<file path="config.mk">
export PLATFORM = sky130hd
export DESIGN_NAME = branch_sequencer_flat
export DESIGN_NICKNAME = d
export VERILOG_FILES = /design/src/rtl/branch_sequencer_if.sv /design/src/rtl/branch_sequencer.sv /design/src/flat_wrapper.sv
export SDC_FILE = /design/constraint.sdc
export NUM_CORES = 1
export LEC_CHECK = 0
export ABC_AREA = 1
export ABC_CLOCK_PERIOD_IN_PS = 3150
export BUFFER_PORTS_ARGS = -buffer_cell sky130_fd_sc_hd__buf_2
export CORE_MARGIN = 8
export CORE_UTILIZATION = 45
export DETAILED_ROUTE_END_ITERATION = 8
export PLACE_DENSITY = 0.73
export SLEW_MARGIN = 20
export SYNTH_ARGS = -nofsm -noshare
export SYNTH_HDL_FRONTEND = slang
export SYNTH_SLANG_ARGS = --single-unit
</file>
<file path="constraint.sdc">
create_clock -name clk -period 3.15 [get_ports clk]
set_input_delay 0.315 -clock clk [delete_from_list [all_inputs] [get_ports clk]]
set_output_delay 0.315 -clock clk [all_outputs]
set_load 0.05 [all_outputs]
</file>
<file path="src/rtl/branch_sequencer_if.sv">
// -----------------------------------------------------------------------------
// branch_sequencer_if
//   Signal bundle between the main control unit / datapath and the branch
//   sequencer. clk and reset stay plain ports on the sequencer itself.
//
//   Handshake: start is a one-cycle request with ir valid in the same cycle.
//   There is no ready signal. A request is accepted only while busy is low
//   (sequencer in IDLE). A start seen while busy is high is dropped silently.
//   Acceptance is visible as busy rising in the following cycle. A rejected
//   opcode is visible as an error pulse in the following cycle.
//
//   master: drives start/ir/con_out and observes everything else (control
//           unit or testbench).
//   slave : the sequencer.
// -----------------------------------------------------------------------------
interface branch_sequencer_if #(
  parameter int DATA_WIDTH = 32,
  parameter int CNT_WIDTH  = 16
);
  // request side
  logic                  start;
  logic [DATA_WIDTH-1:0] ir;
  logic                  con_out;
  // status
  logic                  busy;
  logic                  done;
  logic                  error;
  logic                  taken;
  // latched instruction fields
  logic [1:0]            cond_bits;
  logic [3:0]            ra_sel;
  logic [DATA_WIDTH-1:0] c_sext;
  // datapath strobes
  logic                  rout;
  logic                  con_in;
  logic                  pc_out;
  logic                  y_in;
  logic                  c_out;
  logic                  alu_add;
  logic                  z_in;
  logic                  zlow_out;
  logic                  pc_in;
  // statistics
  logic [CNT_WIDTH-1:0]  taken_cnt;
  logic [CNT_WIDTH-1:0]  nottaken_cnt;
  // debug view of the FSM state register
  logic [2:0]            state_dbg;

  modport master (
    output start, ir, con_out,
    input  busy, done, error, taken, cond_bits, ra_sel, c_sext,
    input  rout, con_in, pc_out, y_in, c_out, alu_add, z_in, zlow_out, pc_in,
    input  taken_cnt, nottaken_cnt, state_dbg
  );

  modport slave (
    input  start, ir, con_out,
    output busy, done, error, taken, cond_bits, ra_sel, c_sext,
    output rout, con_in, pc_out, y_in, c_out, alu_add, z_in, zlow_out, pc_in,
    output taken_cnt, nottaken_cnt, state_dbg
  );
endinterface

</file>
<file path="src/rtl/branch_sequencer.sv">
// -----------------------------------------------------------------------------
// branch_sequencer
//   Multi-cycle control FSM that completes conditional branches
//   (brzr/brnz/brpl/brmi). It puts Ra on the bus with the CON capture strobe.
//   It then samples the condition flip-flop. On a taken branch it runs
//   PC <= PC + sext(C) through the Y/ALU/Z path. Taken and not-taken branches
//   are counted with saturating counters.
//
//   Ports:
//     clk    system clock, rising edge
//     reset  synchronous, active-high
//     bus    branch_sequencer_if.slave:
//              start/ir/con_out in;
//              busy/done/error/taken status out;
//              cond_bits/ra_sel/c_sext latched IR fields out;
//              rout/con_in/pc_out/y_in/c_out/alu_add/z_in/zlow_out/pc_in
//                datapath strobes out;
//              taken_cnt/nottaken_cnt statistics out;
//              state_dbg current FSM state out.
//
//   Timing, with start accepted in cycle n:
//     n+1 CON, n+2 EVAL.
//     Taken:     n+3 PC, n+4 ADD, n+5 LOAD, n+6 DONE.
//     Not taken: n+3 DONE.
// -----------------------------------------------------------------------------
module branch_sequencer #(
  parameter int         DATA_WIDTH = 32,
  parameter int         CNT_WIDTH  = 16,
  parameter logic [4:0] BR_OPCODE  = 5'b10010
) (
  input logic               clk,
  input logic               reset,
  branch_sequencer_if.slave bus
);

  typedef enum logic [2:0] {
    S_IDLE = 3'd0,
    S_CON  = 3'd1,
    S_EVAL = 3'd2,
    S_PC   = 3'd3,
    S_ADD  = 3'd4,
    S_LOAD = 3'd5,
    S_DONE = 3'd6
  } state_t;

  localparam logic [CNT_WIDTH-1:0] CNT_MAX = '1;
  localparam logic [CNT_WIDTH-1:0] CNT_ONE = {{(CNT_WIDTH-1){1'b0}}, 1'b1};

  state_t state, state_nxt;

  logic is_branch;
  logic accept;
  logic reject;

  logic busy, done;
  logic rout, con_in, pc_out, y_in, c_out, alu_add, z_in, zlow_out, pc_in;

  logic [1:0]            cond_bits_q;
  logic [3:0]            ra_sel_q;
  logic [DATA_WIDTH-1:0] c_sext_q;
  logic                  taken_q;
  logic                  error_q;
  logic [CNT_WIDTH-1:0]  taken_cnt_q;
  logic [CNT_WIDTH-1:0]  nottaken_cnt_q;

  // IR[22:21] are not part of the branch format.
  logic unused_ir_bits;
  assign unused_ir_bits = ^bus.ir[22:21];

  assign is_branch = (bus.ir[31:27] == BR_OPCODE);
  // start only matters in IDLE. Requests arriving while busy are dropped.
  assign accept    = (state == S_IDLE) && bus.start && is_branch;
  assign reject    = (state == S_IDLE) && bus.start && !is_branch;

  // ---------------------------------------------------------------------------
  // State register
  // ---------------------------------------------------------------------------
  always_ff @(posedge clk) begin
    if (reset) begin
      state <= S_IDLE;
    end else begin
      state <= state_nxt;
    end
  end

  // ---------------------------------------------------------------------------
  // Next state and strobes. The strobes depend only on the registered state,
  // so no input reaches a strobe through combinational logic.
  // ---------------------------------------------------------------------------
  always_comb begin
    state_nxt = state;
    busy      = 1'b1;
    done      = 1'b0;
    rout      = 1'b0;
    con_in    = 1'b0;
    pc_out    = 1'b0;
    y_in      = 1'b0;
    c_out     = 1'b0;
    alu_add   = 1'b0;
    z_in      = 1'b0;
    zlow_out  = 1'b0;
    pc_in     = 1'b0;
    case (state)
      S_IDLE: begin
        busy = 1'b0;
        if (accept) state_nxt = S_CON;
      end
      S_CON: begin
        rout      = 1'b1;
        con_in    = 1'b1;
        state_nxt = S_EVAL;
      end
      S_EVAL: begin
        // The CON flip-flop was loaded at the end of S_CON. Its output is
        // stable for this whole cycle.
        state_nxt = bus.con_out ? S_PC : S_DONE;
      end
      S_PC: begin
        pc_out    = 1'b1;
        y_in      = 1'b1;
        state_nxt = S_ADD;
      end
      S_ADD: begin
        c_out     = 1'b1;
        alu_add   = 1'b1;
        z_in      = 1'b1;
        state_nxt = S_LOAD;
      end
      S_LOAD: begin
        zlow_out  = 1'b1;
        pc_in     = 1'b1;
        state_nxt = S_DONE;
      end
      S_DONE: begin
        done      = 1'b1;
        state_nxt = S_IDLE;
      end
      default: begin
        busy      = 1'b0;
        state_nxt = S_IDLE;
      end
    endcase
  end

  // ---------------------------------------------------------------------------
  // Latched fields, outcome flag, error pulse and statistics.
  // ---------------------------------------------------------------------------
  always_ff @(posedge clk) begin
    if (reset) begin
      cond_bits_q    <= '0;
      ra_sel_q       <= '0;
      c_sext_q       <= '0;
      taken_q        <= 1'b0;
      error_q        <= 1'b0;
      taken_cnt_q    <= '0;
      nottaken_cnt_q <= '0;
    end else begin
      error_q <= reject;

      if (accept) begin
        cond_bits_q <= bus.ir[20:19];
        ra_sel_q    <= bus.ir[26:23];
        c_sext_q    <= {{(DATA_WIDTH-19){bus.ir[18]}}, bus.ir[18:0]};
        taken_q     <= 1'b0;
      end

      if (state == S_EVAL && bus.con_out) begin
        taken_q <= 1'b1;
      end

      // The counters are bumped on the transition into S_DONE, so the count
      // already includes this branch in the done cycle.
      if (state == S_EVAL && !bus.con_out && nottaken_cnt_q != CNT_MAX) begin
        nottaken_cnt_q <= nottaken_cnt_q + CNT_ONE;
      end
      if (state == S_LOAD && taken_cnt_q != CNT_MAX) begin
        taken_cnt_q <= taken_cnt_q + CNT_ONE;
      end
    end
  end

  // ---------------------------------------------------------------------------
  // Drive the interface
  // ---------------------------------------------------------------------------
  assign bus.busy         = busy;
  assign bus.done         = done;
  assign bus.error        = error_q;
  assign bus.taken        = taken_q;
  assign bus.cond_bits    = cond_bits_q;
  assign bus.ra_sel       = ra_sel_q;
  assign bus.c_sext       = c_sext_q;
  assign bus.rout         = rout;
  assign bus.con_in       = con_in;
  assign bus.pc_out       = pc_out;
  assign bus.y_in         = y_in;
  assign bus.c_out        = c_out;
  assign bus.alu_add      = alu_add;
  assign bus.z_in         = z_in;
  assign bus.zlow_out     = zlow_out;
  assign bus.pc_in        = pc_in;
  assign bus.taken_cnt    = taken_cnt_q;
  assign bus.nottaken_cnt = nottaken_cnt_q;
  assign bus.state_dbg    = state;

endmodule

</file>
<file path="src/flat_wrapper.sv">
// flat-port wrapper written by rule: the top's interface ports become plain ports
module branch_sequencer_flat 
#(
  parameter int         DATA_WIDTH = 32,
  parameter int         CNT_WIDTH  = 16,
  parameter logic [4:0] BR_OPCODE  = 5'b10010
)
  (clk, reset, bus_start, bus_ir, bus_con_out, bus_busy, bus_done, bus_error, bus_taken, bus_cond_bits, bus_ra_sel, bus_c_sext, bus_rout, bus_con_in, bus_pc_out, bus_y_in, bus_c_out, bus_alu_add, bus_z_in, bus_zlow_out, bus_pc_in, bus_taken_cnt, bus_nottaken_cnt, bus_state_dbg);
  branch_sequencer_if #(.DATA_WIDTH(DATA_WIDTH), .CNT_WIDTH(CNT_WIDTH)) bus_i ();
  input logic clk;
  input logic reset;
  input wire logic [$bits(bus_i.start)-1:0] bus_start;
  input wire logic [$bits(bus_i.ir)-1:0] bus_ir;
  input wire logic [$bits(bus_i.con_out)-1:0] bus_con_out;
  output wire logic [$bits(bus_i.busy)-1:0] bus_busy;
  output wire logic [$bits(bus_i.done)-1:0] bus_done;
  output wire logic [$bits(bus_i.error)-1:0] bus_error;
  output wire logic [$bits(bus_i.taken)-1:0] bus_taken;
  output wire logic [$bits(bus_i.cond_bits)-1:0] bus_cond_bits;
  output wire logic [$bits(bus_i.ra_sel)-1:0] bus_ra_sel;
  output wire logic [$bits(bus_i.c_sext)-1:0] bus_c_sext;
  output wire logic [$bits(bus_i.rout)-1:0] bus_rout;
  output wire logic [$bits(bus_i.con_in)-1:0] bus_con_in;
  output wire logic [$bits(bus_i.pc_out)-1:0] bus_pc_out;
  output wire logic [$bits(bus_i.y_in)-1:0] bus_y_in;
  output wire logic [$bits(bus_i.c_out)-1:0] bus_c_out;
  output wire logic [$bits(bus_i.alu_add)-1:0] bus_alu_add;
  output wire logic [$bits(bus_i.z_in)-1:0] bus_z_in;
  output wire logic [$bits(bus_i.zlow_out)-1:0] bus_zlow_out;
  output wire logic [$bits(bus_i.pc_in)-1:0] bus_pc_in;
  output wire logic [$bits(bus_i.taken_cnt)-1:0] bus_taken_cnt;
  output wire logic [$bits(bus_i.nottaken_cnt)-1:0] bus_nottaken_cnt;
  output wire logic [$bits(bus_i.state_dbg)-1:0] bus_state_dbg;
  assign bus_i.start = bus_start;
  assign bus_i.ir = bus_ir;
  assign bus_i.con_out = bus_con_out;
  assign bus_busy = bus_i.busy;
  assign bus_done = bus_i.done;
  assign bus_error = bus_i.error;
  assign bus_taken = bus_i.taken;
  assign bus_cond_bits = bus_i.cond_bits;
  assign bus_ra_sel = bus_i.ra_sel;
  assign bus_c_sext = bus_i.c_sext;
  assign bus_rout = bus_i.rout;
  assign bus_con_in = bus_i.con_in;
  assign bus_pc_out = bus_i.pc_out;
  assign bus_y_in = bus_i.y_in;
  assign bus_c_out = bus_i.c_out;
  assign bus_alu_add = bus_i.alu_add;
  assign bus_z_in = bus_i.z_in;
  assign bus_zlow_out = bus_i.zlow_out;
  assign bus_pc_in = bus_i.pc_in;
  assign bus_taken_cnt = bus_i.taken_cnt;
  assign bus_nottaken_cnt = bus_i.nottaken_cnt;
  assign bus_state_dbg = bus_i.state_dbg;
  branch_sequencer #(.DATA_WIDTH(DATA_WIDTH), .CNT_WIDTH(CNT_WIDTH), .BR_OPCODE(BR_OPCODE)) u_core (.clk(clk), .reset(reset), .bus(bus_i));
endmodule
</file>
==> impl_metrics.yaml <==
sta:
  setup-tns-final_ns: 0
  rsz0062_at_grt: "no"
  hold_slack_ns: 0.204
  clock_skew_ns: 0.0138
  fin_crit_sh: 0.569
  finalHoldViolCount: 0
  slew_violations: 0
  fin_crit_ns: 1.79
  tightest_slew_ns: 0.623
  setup_viol: 0
  timing.fmax_mhz: 558
  relSlewSlack: 0.584
pwr:
  swShare: 0.377
  total_power_mw: 2.09
  seqPwrFrac: 0.410
  internal_power_mw: 1.30
  power.share.combinational: 0.262
  cellLeakagePower_nw: 1.85
  clkPwrFrac: 0.328
  peakVddDrop_uv: 356
  power.density_nw_per_um2: 549
  p_sw_mw: 0.788
synth:
  yosysSeqAreaShare: 0.399
  post_synth.cell_area_avg_sq_um: 6.82
  synth_area_sq_um: 3110
  netlist_instances: 456
  yosysWarnings: 0
  ys_ff_latch: 62
  synth_nets: 494
  yosysUniqueCellTypes: 30
worst_setup_path:
  reg2reg_slack_ns: 1.49
  startpoint: "u_core.bus.state_dbg[0]$_SDFFE_PP0P_"
  worstSetupEndpointType: "primary output"
  cp.arrival_ns: 1.48
  setup.worst_path.start_class: "register"
  required_ns: 2.83
  cp-endpoint: "bus_pc_in"
  setup.worst_path.class: "reg -> out"
  r2r_cells: 6
  regToRegStartpoint: "u_core.bus.state_dbg[0]$_SDFFE_PP0P_"
  crit_path_max_fanout: 8
  r2r-end: "u_core.bus.taken$_SDFFE_PP0P_"
clocking:
  cts_tree: "yes"
  cts_buffers: 9
  clk_latency_ns: 0.33
  cts_max_path_buffers: 2
  cts_hold_buf: 0
  cts_resized: 0
  path_clk_slew_ns: 0.08
  clock-sinks: 62
  post-cts-setup-buffers: 0
  htreeDepth: 3
  cts_root_buf: "clkbuf_8"
layout:
  fill_cells: 680
  layout-drive-gt1-share: 0.291
  syn2layout_area_growth_pct: 22.3
  multi_input_area_sq_um: 1570
  num_antenna_cells: 0
  instances_no_fill: 644
  regArea_sq_um: 1240
  finish.utilization: 0.563
  finalNetCount: 597
floorplan:
  row_count: 30
  dieArea_sq_um: 9820
  die_w_microns: 99.1
  core_sq_um: 6760
  initial_core_util: 0.460
  die_h_microns: 99.1
  io_pins: 122
global_routing:
  grt.overflow.total: 0
  grt_start_max_net_pins: 35
  grt_pass1_vias: 3143
  grt_antenna_before_repair: 0
  grtUsageTotal: 0.174
  grt_pass1_wl_microns: 14200
placement:
  place_hpwl_microns: 6450
  place_congestion: 0.843
  dp.cells: 628
  portBuffers: 119
routing:
  drt_wl_total_microns: 8370
  detail_route.wl_per_cell_microns: 13.0
  viasPerCell: 4.88
  drt_first_pass_iters: 4
  ant_nets: 0
  drtIter0Drc: 119
  drc: 0
  vias: 3144
run_status:
  status: "finished clean"
hold_path:
  hold_path.class: "in -> reg"
run:
  cap_violations: 0
-- synth_stat cells, drive strengths merged --
| library cell | instances | area [sq um] |
|---|---|---|
| nand2 | 90 | 350 |
| xnor2 | 1 | 8.76 |
| nor2 | 150 | 618 |
| nor3 | 3 | 15.0 |
| nand4 | 6 | 43.8 |
| dfxtp | 62 | 1240 |
| a31oi | 1 | 6.26 |
| clkbuf | 4 | 15.0 |
| a21oi | 24 | 120 |
| o21ai | 29 | 149 |
| xor2 | 2 | 17.5 |
| nand3b | 2 | 15.0 |
| clkinv | 2 | 12.5 |
| ha | 2 | 25.0 |
| inv | 21 | 78.8 |
| buf | 25 | 191 |
| nand3 | 32 | 200 |
-- cell type report --
type,instances,share of cell area
multi-input combinational,342,0.413
inverter,23,0.0240
sequential,62,0.326
timing repair buffer,121,0.161
clock inverter,6,0.0165
tap,80,0.0263
clock buffer,10,0.0336
-- layer usage --
| layer | wire, microns | part of all wire | up-vias | global-route usage |
|---|---|---|---|---|
| li1 | - | - | 1648 | - |
| met1 | 3690 | 0.44 | 1415 | 0.191 |
| met2 | 3820 | 0.46 | 77 | 0.289 |
| met3 | 815 | 0.097 | 4 | 0.0880 |
| met4 | 45 | 0.0054 | 0 | 0.0489 |
| met5 | 0 | 0 | - | 0 |
-- worst min-delay path by stage --
| stage | startpoint | endpoint | slack, ns | depth (start not counted) |
|---|---|---|---|---|
| floorplan | bus_ir[13] | u_core.bus.c_sext[13]$_SDFFE_PP0P_ | 0.45 | 2 |
| global placement | u_core.bus.ra_sel[0]$_SDFFE_PP0P_ | u_core.bus.ra_sel[0]$_SDFFE_PP0P_ | 0.47 | 2 |
| detailed placement | u_core.bus.c_sext[4]$_SDFFE_PP0P_ | u_core.bus.c_sext[4]$_SDFFE_PP0P_ | 0.48 | 2 |
| CTS | bus_ir[6] | u_core.bus.c_sext[6]$_SDFFE_PP0P_ | 0.19 | 3 |
| global route | bus_ir[13] | u_core.bus.c_sext[13]$_SDFFE_PP0P_ | 0.19 | 3 |
| finish | bus_ir[14] | u_core.bus.c_sext[14]$_SDFFE_PP0P_ | 0.20 | 3 |
-- state kept, by name (all words and copies together) (netlist names) --
| signal | count |
|---|---|
| u_core.bus.state_dbg | 3 |
| u_core.bus.nottaken_cnt | 16 |
| u_core.bus.taken_cnt | 16 |
| u_core.bus.taken | 1 |
| u_core.bus.c_sext | 19 |
| u_core.bus.cond_bits | 2 |
| u_core.bus.ra_sel | 4 |
| u_core.bus.error | 1 |
-- cell usage in the layout, fill, tap and decap left out, types with 7 or more instances in the layout --
| cell type | count |
|---|---|
| dfxtp_1 | 62 |
| nand2_1 | 87 |
| inv_1 | 16 |
| nor2_1 | 138 |
| o21ai_1 | 20 |
| o21ai_0 | 8 |
| clkbuf_8 | 9 |
| buf_2 | 119 |
| a21oi_1 | 24 |
| nor2_2 | 7 |
| nand3_1 | 27 |
-- per-stage QoR --
| step | setup WS, ns | area, sq um |
|---|---|---|
| after floorplan | 0.878 | 3110 |
| after global placement | 1.35 | 3610 |
| after detailed placement | 1.37 | 3610 |
| after CTS | 1.33 | 3800 |
| after global routing | 1.24 | 3800 |
| final | 1.36 | 3800 |
-- power by group through the flow --
stage | Sequential [mW] | Clock (mW) | Combinational [mW]
finish | 0.856 | 0.686 | 0.546
global route | 0.861 | 0.744 | 0.587
CTS | 0.855 | 0.705 | 0.553
detailed placement | 0.873 | 0 | 0.551
global placement | 0.871 | 0 | 0.546
floorplan | 0.983 | 0 | 0.325
-- cell families (layout without fill, tap and decap cells) --
family | after synthesis | after routing | share of synthesized area
AOI/OAI and AO/OA | 54 | 54 | 0.0886
xor gates and xnor gates | 3 | 3 | 0.00846
adders and majority gates | 2 | 2 | 0.00805
buffers and inverters | 52 | 160 | 0.0958
DFF | 62 | 62 | 0.399
and+or+nand+nor | 283 | 283 | 0.400
-- critical path: stages, from the launching register on --
cell and delay [ns]:
dfxtp_1 0.49, nand3_2 0.23, inv_2 0.16, buf_2 0.28
(Power assumes the default switching activity.)
